===== src/rtl/booth_arith_pkg.sv =====
// Shared definitions for the arithmetic unit's sequential divider.
//   state_e : divider FSM states.
//   ABS_W   : working width of abs_u; operand widths must stay below it.
//   abs_u   : two's-complement to magnitude conversion. The result is unsigned,
//             so the magnitude of the most negative value fits.
package booth_arith_pkg;

  typedef enum logic [1:0] {
    IDLE = 2'd0,
    CALC = 2'd1,
    FIX  = 2'd2,
    DONE = 2'd3
  } state_e;

  localparam int ABS_W = 64;

  // The caller sign-extends the operand to ABS_W and truncates the result
  // back to the operand width.
  function automatic logic [ABS_W-1:0] abs_u(input logic signed [ABS_W-1:0] v);
    return (v < 0) ? -v : v;
  endfunction

endpackage


===== src/rtl/nr_div_step.sv =====
// One radix-2 non-restoring division step (purely combinational).
//   pr_i : (n+1)-bit two's-complement partial remainder
//   q_i  : n-bit quotient/dividend shift register
//   d_i  : n-bit divisor magnitude
//   pr_o : next partial remainder
//   q_o  : next quotient register (new bit shifted in at the LSB)
module nr_div_step #(
  parameter int n = 16
) (
  input  logic [n:0]   pr_i,
  input  logic [n-1:0] q_i,
  input  logic [n-1:0] d_i,
  output logic [n:0]   pr_o,
  output logic [n-1:0] q_o
);

  logic [n:0] pr_sh;

  // NOTE: every output of a combinational block gets a value on every path
  // (defaults first); a path that leaves one unassigned infers a latch.
  always_comb begin
    pr_sh = {pr_i[n-1:0], q_i[n-1]};
    pr_o  = pr_sh;
    // The sign of the unshifted remainder decides the operation. Doubling
    // cannot change the sign because |PR| < |D| <= 2^(n-1).
    if (!pr_i[n]) pr_o = pr_sh - {1'b0, d_i};
    else          pr_o = pr_sh + {1'b0, d_i};
    q_o = {q_i[n-2:0], ~pr_o[n]};
  end

endmodule


===== src/rtl/booth_seq_divider.sv =====
// Sequential signed divider, truncating semantics (same as SV '/' and '%').
// Radix-2 non-restoring, one quotient bit per clock.
//   clk, rst              : rising-edge clock, asynchronous active-high reset
//   in_valid / in_ready   : operand handshake (Dividend, Divisor)
//   out_valid / out_ready : result handshake (Quotient, Remainder, flags)
//   DivByZero             : Divisor was 0 (Quotient = -1, Remainder = Dividend)
//   Overflow              : -2^(n-1) / -1 (Quotient wraps to -2^(n-1))
// Timing, counting the accepting edge as edge 1: out_valid is high after
// edge n+2 for a normal operation (1 accept + n CALC + 1 FIX). For a zero
// divisor it is high after the accepting edge itself.
module booth_seq_divider
  import booth_arith_pkg::*;
#(
  parameter int n = 16
) (
  input  logic                clk,
  input  logic                rst,
  input  logic                in_valid,
  output logic                in_ready,
  input  logic signed [n-1:0] Dividend,
  input  logic signed [n-1:0] Divisor,
  output logic                out_valid,
  input  logic                out_ready,
  output logic signed [n-1:0] Quotient,
  output logic signed [n-1:0] Remainder,
  output logic                DivByZero,
  output logic                Overflow
);

  localparam int CW = $clog2(n);

  state_e         state_q;
  logic [n:0]     pr_q;
  logic [n-1:0]   q_q;
  logic [n-1:0]   d_q;
  logic [CW-1:0]  cnt_q;
  logic           neg_quot_q;
  logic           neg_rem_q;
  logic           ovf_pend_q;

  logic           in_ready_q;
  logic           out_valid_q;
  logic [n-1:0]   quot_q;
  logic [n-1:0]   rem_q;
  logic           dbz_q;
  logic           ovf_q;

  logic [n-1:0]   dvd_mag;
  logic [n-1:0]   dsr_mag;
  logic           ovf_case;
  logic [n:0]     pr_d;
  logic [n-1:0]   q_d;
  logic [n-1:0]   rem_mag_d;

  assign dvd_mag  = n'(abs_u(ABS_W'(Dividend)));
  assign dsr_mag  = n'(abs_u(ABS_W'(Divisor)));
  assign ovf_case = (Dividend == {1'b1, {(n-1){1'b0}}}) && (Divisor == '1);

  nr_div_step #(.n(n)) u_step (
    .pr_i (pr_q),
    .q_i  (q_q),
    .d_i  (d_q),
    .pr_o (pr_d),
    .q_o  (q_d)
  );

  // Final restoration: a negative remainder gets |D| added back. The true
  // remainder lies in [0, |D|), so n bits of the sum are exact.
  assign rem_mag_d = pr_q[n] ? (pr_q[n-1:0] + d_q) : pr_q[n-1:0];

  // NOTE: sequential state uses non-blocking assignments only, so every
  // register samples the values from before this edge.
  always_ff @(posedge clk or posedge rst) begin
    if (rst) begin
      state_q     <= IDLE;
      pr_q        <= '0;
      q_q         <= '0;
      d_q         <= '0;
      cnt_q       <= '0;
      neg_quot_q  <= 1'b0;
      neg_rem_q   <= 1'b0;
      ovf_pend_q  <= 1'b0;
      in_ready_q  <= 1'b1;
      out_valid_q <= 1'b0;
      quot_q      <= '0;
      rem_q       <= '0;
      dbz_q       <= 1'b0;
      ovf_q       <= 1'b0;
    end else begin
      case (state_q)
        IDLE: begin
          if (in_valid) begin
            in_ready_q <= 1'b0;
            dbz_q      <= 1'b0;
            ovf_q      <= 1'b0;
            if (Divisor == '0) begin
              // Zero divisor: skip the iteration and report immediately.
              quot_q      <= '1;
              rem_q       <= Dividend;
              dbz_q       <= 1'b1;
              out_valid_q <= 1'b1;
              state_q     <= DONE;
            end else begin
              pr_q       <= '0;
              q_q        <= dvd_mag;
              d_q        <= dsr_mag;
              cnt_q      <= CW'(n - 1);
              neg_quot_q <= Dividend[n-1] ^ Divisor[n-1];
              neg_rem_q  <= Dividend[n-1];
              ovf_pend_q <= ovf_case;
              state_q    <= CALC;
            end
          end
        end
        CALC: begin
          pr_q <= pr_d;
          q_q  <= q_d;
          // The step taken while the counter reads 0 is the n-th one.
          if (cnt_q == '0) state_q <= FIX;
          else             cnt_q   <= cnt_q - 1'b1;
        end
        FIX: begin
          quot_q      <= neg_quot_q ? -q_q : q_q;
          rem_q       <= neg_rem_q ? -rem_mag_d : rem_mag_d;
          ovf_q       <= ovf_pend_q;
          out_valid_q <= 1'b1;
          state_q     <= DONE;
        end
        DONE: begin
          if (out_ready) begin
            out_valid_q <= 1'b0;
            in_ready_q  <= 1'b1;
            state_q     <= IDLE;
          end
        end
        default: state_q <= IDLE;
      endcase
    end
  end

  assign in_ready  = in_ready_q;
  assign out_valid = out_valid_q;
  assign Quotient  = quot_q;
  assign Remainder = rem_q;
  assign DivByZero = dbz_q;
  assign Overflow  = ovf_q;

endmodule


===== config.mk =====
export PLATFORM = sky130hd
export DESIGN_NAME = booth_seq_divider
export DESIGN_NICKNAME = d
export VERILOG_FILES = /design/src/rtl/booth_arith_pkg.sv /design/src/rtl/nr_div_step.sv /design/src/rtl/booth_seq_divider.sv
export SDC_FILE = /design/constraint.sdc
export NUM_CORES = 1
export LEC_CHECK = 0
export ABC_AREA = 1
export BUFFER_PORTS_ARGS = -buffer_cell sky130_fd_sc_hd__buf_2
export CAP_MARGIN = 20
export CORE_ASPECT_RATIO = 1.75
export CORE_UTILIZATION = 65
export CTS_CLUSTER_SIZE = 25
export DETAILED_ROUTE_END_ITERATION = 10
export GPL_TIMING_DRIVEN = 0
export PLACE_DENSITY = 0.85
export SYNTH_ARGS = -nofsm -noshare
export SYNTH_HDL_FRONTEND = slang
export SYNTH_SLANG_ARGS = --single-unit

===== constraint.sdc =====
create_clock -name clk -period 5.3 [get_ports clk]
set_input_delay 0.53 -clock clk [delete_from_list [all_inputs] [get_ports clk]]
set_output_delay 0.53 -clock clk [all_outputs]
set_load 0.02 [all_outputs]

==> load_flow_metrics.sql <==
INSERT INTO impl_metrics (metric_group, metric, value, unit) VALUES
('power_and_ir_drop', 'power.net_switching', '3.19', 'mW'),
('worst_setup_path', 'path_common_cell', 'a21oi_1', ''),
('floorplan', 'die_h', '143', 'µm'),
('worst_setup_path', 'crit_arrival', '4.11', 'ns'),
('power_and_ir_drop', 'cellInternalPower', '2.66', 'mW'),
('synth', 'synthesis.area', '7420', 'µm²'),
('worst_setup_path', 'critPathBufInv', '4', ''),
('worst_setup_path', 'crit_path_top_delay_cell', 'dfrtp_1', ''),
('floorplan', 'floorplan.die_area', '11900', 'µm²'),
('routing', 'initialDrtViolationCount', '656', ''),
('worst_setup_path', 'crit-reg2reg-launch', 'pr_q[16]', ''),
('worst_setup_path', 'setup.worst_path.start', 'pr_q[16]', ''),
('cells_and_area', 'drive_gt1_share', '9.88', '%'),
('floorplan', 'core_area', '11100', 'µm²'),
('timing', 'hold_viol_final', '0', ''),
('cells_and_area', 'fin_cells', '1306', ''),
('global_route', 'grt_first_pass_wirelength', '36900', 'µm'),
('timing', 'rsz_0062_raised_after_global_routing', 'false', ''),
('placement', 'dp_cells', '1290', ''),
('cts', 'clock_tree_from_tritoncts', 'yes', ''),
('global_route', 'grt_usage', '42.2', '%'),
('cells_and_area', 'final_net_count', '1249', ''),
('placement', 'input_output_buffers', '70', ''),
('worst_setup_path', 'cp_cell_sequence', 'clkbuf_1, buf_1, buf_2, a21oi_1, xor2_1, ha_1, inv_1, nor3_1, nand3_1, o2111ai_1, a21oi_1, xnor2_1, nor2_1, nand2_1, o21ai_0', ''),
('power_and_ir_drop', 'peakVddDrop', '0.471', 'mV'),
('worst_setup_path', 'timing.critical_path.from_type', 'flop', ''),
('global_route', 'grt_busiest_layer', 'met2', ''),
('synth', 'synth.yosys.seq_area_share', '31.7', '%'),
('timing', 'report.final.setup_viol', '0', ''),
('cells_and_area', 'areaGrowthSynthToFinish', '11.3', '%'),
('worst_setup_path', 'crit_path_max_fanout', '10', ''),
('worst_setup_path', 'worst-endpoint-required', '5.51', 'ns'),
('global_route', 'global_route.usage.met1', '41.1', '%'),
('cts', 'postCtsResizedCells', '0', ''),
('floorplan', 'num_rows', '51', ''),
('cells_and_area', 'post-route-cell-area', '8250', 'µm²'),
('timing', 'clock-skew-final', '0.00918', 'ns'),
('timing', 'max_slew_violations', '0', ''),
('synth', 'synth_seq_cells', '94', ''),
('global_route', 'use_met2', '67.9', '%'),
('timing', 'timing.max_slew.rel_slack', '43.3', '%'),
('synth', 'postSynth.asyncResetShare', '100', '%'),
('synth', 'yosys.cell_types.count', '47', ''),
('worst_setup_path', 'critical-path-top-delay-family', 'buffers and inverters', ''),
('synth', 'synth_fp_nets', '1167', ''),
('routing', 'detailroute.via_count', '7844', ''),
('power_and_ir_drop', 'clockPowerShare', '11.2', '%'),
('hold_path', 'hold_path.class', 'in2async', ''),
('cells_and_area', 'antennaDiodeCount', '0', ''),
('cts', 'post_cts_hold_buffer_count', '0', ''),
('cts', 'numCtsBuffers', '9', ''),
('placement', 'place.gp.congestion', '1.01', ''),
('routing', 'drtPass1Iterations', '6', ''),
('status', 'run_status', 'complete, no violations', ''),
('routing', 'viasPerCell', '6.01', ''),
('cts', 'clk_pin_slew_worst_paths', '0.07', 'ns'),
('floorplan', 'initial_utilization', '66.8', '%'),
('placement', 'postPlaceCellArea', '7960', 'µm²'),
('placement', 'preCtsSetupSlack', '1.58', 'ns'),
('routing', 'drc_errors', '0', ''),
('global_route', 'antenna_found_initial', '1', ''),
('routing', 'ant_nets', '0', ''),
('routing', 'routedWlPerCell', '17.4', 'µm'),
('global_route', 'vias_in_the_first_global_route', '7761', ''),
('timing', 'maxClockFrequency', '256', 'MHz'),
('synth', 'synthFlopType', 'dfrtp_1', ''),
('power_and_ir_drop', 'combPwrFrac', '65.3', '%'),
('floorplan', 'pin_count', '72', ''),
('cts', 'clock_sinks', '94', ''),
('timing', 'setup_ws', '1.40', 'ns'),
('worst_setup_path', 'timing_worst_setup_path_type', 'reg2reg', '');
==> flip-flops by register name, indices dropped and copies added, names as in the netlist <==
| signal | count |
|---|---|
| in_ready | 1 |
| cnt_q | 4 |
| neg_quot_q | 1 |
| DivByZero | 1 |
| Quotient | 16 |
| neg_rem_q | 1 |
| out_valid | 1 |
| ovf_pend_q | 1 |
| Overflow | 1 |
| pr_q | 17 |
| q_q | 16 |
| d_q | 16 |
| state_q | 2 |
| Remainder | 16 |
==> placed cells by master (no fill, tap or decap), types with 4 or more instances in the layout <==
cell and instances:
nand2_1 285, inv_1 117, nor2_1 101, o21ai_0 99
dfrtp_1 93, buf_2 77, nand3_1 76, a21oi_1 73
xor2_1 46, ha_1 42, nor3_1 22, clkbuf_1 19
o22ai_1 12, o211ai_1 11, xnor2_1 11, nand4_1 10
clkbuf_16 9, a31oi_1 8, nand3b_1 4, o31ai_1 4
inv_6 4
==> cell usage after synthesis, drive strengths merged (4+ instances only) <==
cell type	count	area, µm²
xor2	46	403
nand3	77	390
dfrtp	93	2330
o211ai	11	82.6
xnor2	11	96.3
nand4	11	75.1
inv	120	450
nand2	286	1080
a21oi	74	382
ha	42	526
buf	12	76.3
o21ai	103	523
o22ai	12	75.1
clkbuf	19	71.3
o31ai	4	30.0
nand3b	4	30.0
nor3	23	126
nor2	105	409
a31oi	8	50.1
or2	4	25.0
==> through the flow <==
step                total power, mW  hold WS, ns  utilization (%)
finish                         5.85        0.225             74.3
global route                   6.40        0.264             74.3
CTS                            5.74        0.240             74.3
detailed placement             5.06        0.466             71.7
global placement               4.97        0.464             71.5
floorplan                      4.07        0.453                -
==> final cells by class <==
class	count	area, µm²
multi-input cells	839	4460
fillers	960	2850
flip-flops and latches	94	2350
inverters	123	464
repair buffers	71	378
clock buffers	10	239
well taps	132	165
plain buffers	31	148
clock inverters	6	51.3
==> cells by family (layout without fill, tap and decap cells) <==
family                     after synthesis  in the layout  synth area share [%]
AOI/OAI and AO/OA                      222            222                  16.4
xor gates and xnor gates                57             57                  6.73
adders and majority gates               44             44                  7.62
buffers and inverters                  154            241                  8.21
DFF                                     94             94                  31.7
and+or+nand+nor                        516            516                  29.3
==> power groups by stage <==
stage	combinational (mW)	clock (mW)	sequential, mW
6_report	3.82	0.656	1.38
3_5_place_dp	3.70	0	1.36
4_1_cts	3.74	0.654	1.35
5_1_grt	4.31	0.686	1.40
3_3_place_gp	3.61	0	1.36
2_1_floorplan	2.69	0	1.38
==> layer usage <==
layer | wire, µm | share of wire [%]
met1 | 7890 | 35
met2 | 11300 | 50
met3 | 1540 | 6.8
met4 | 1990 | 8.8
met5 | 0 | 0
==> final timing paths <==
path,end,slack [ns],cells after the start
max,pr_q[16],1.40,15
min,q_q[11],0.22,2
max reg2reg,pr_q[16],1.40,15
min reg2reg,Remainder[9],0.49,2
max in group asynchronous,d_q[6],4.40,3
min in group clk,Remainder[9],0.49,2
Note: power is estimated with default switching activity, not from simulation.
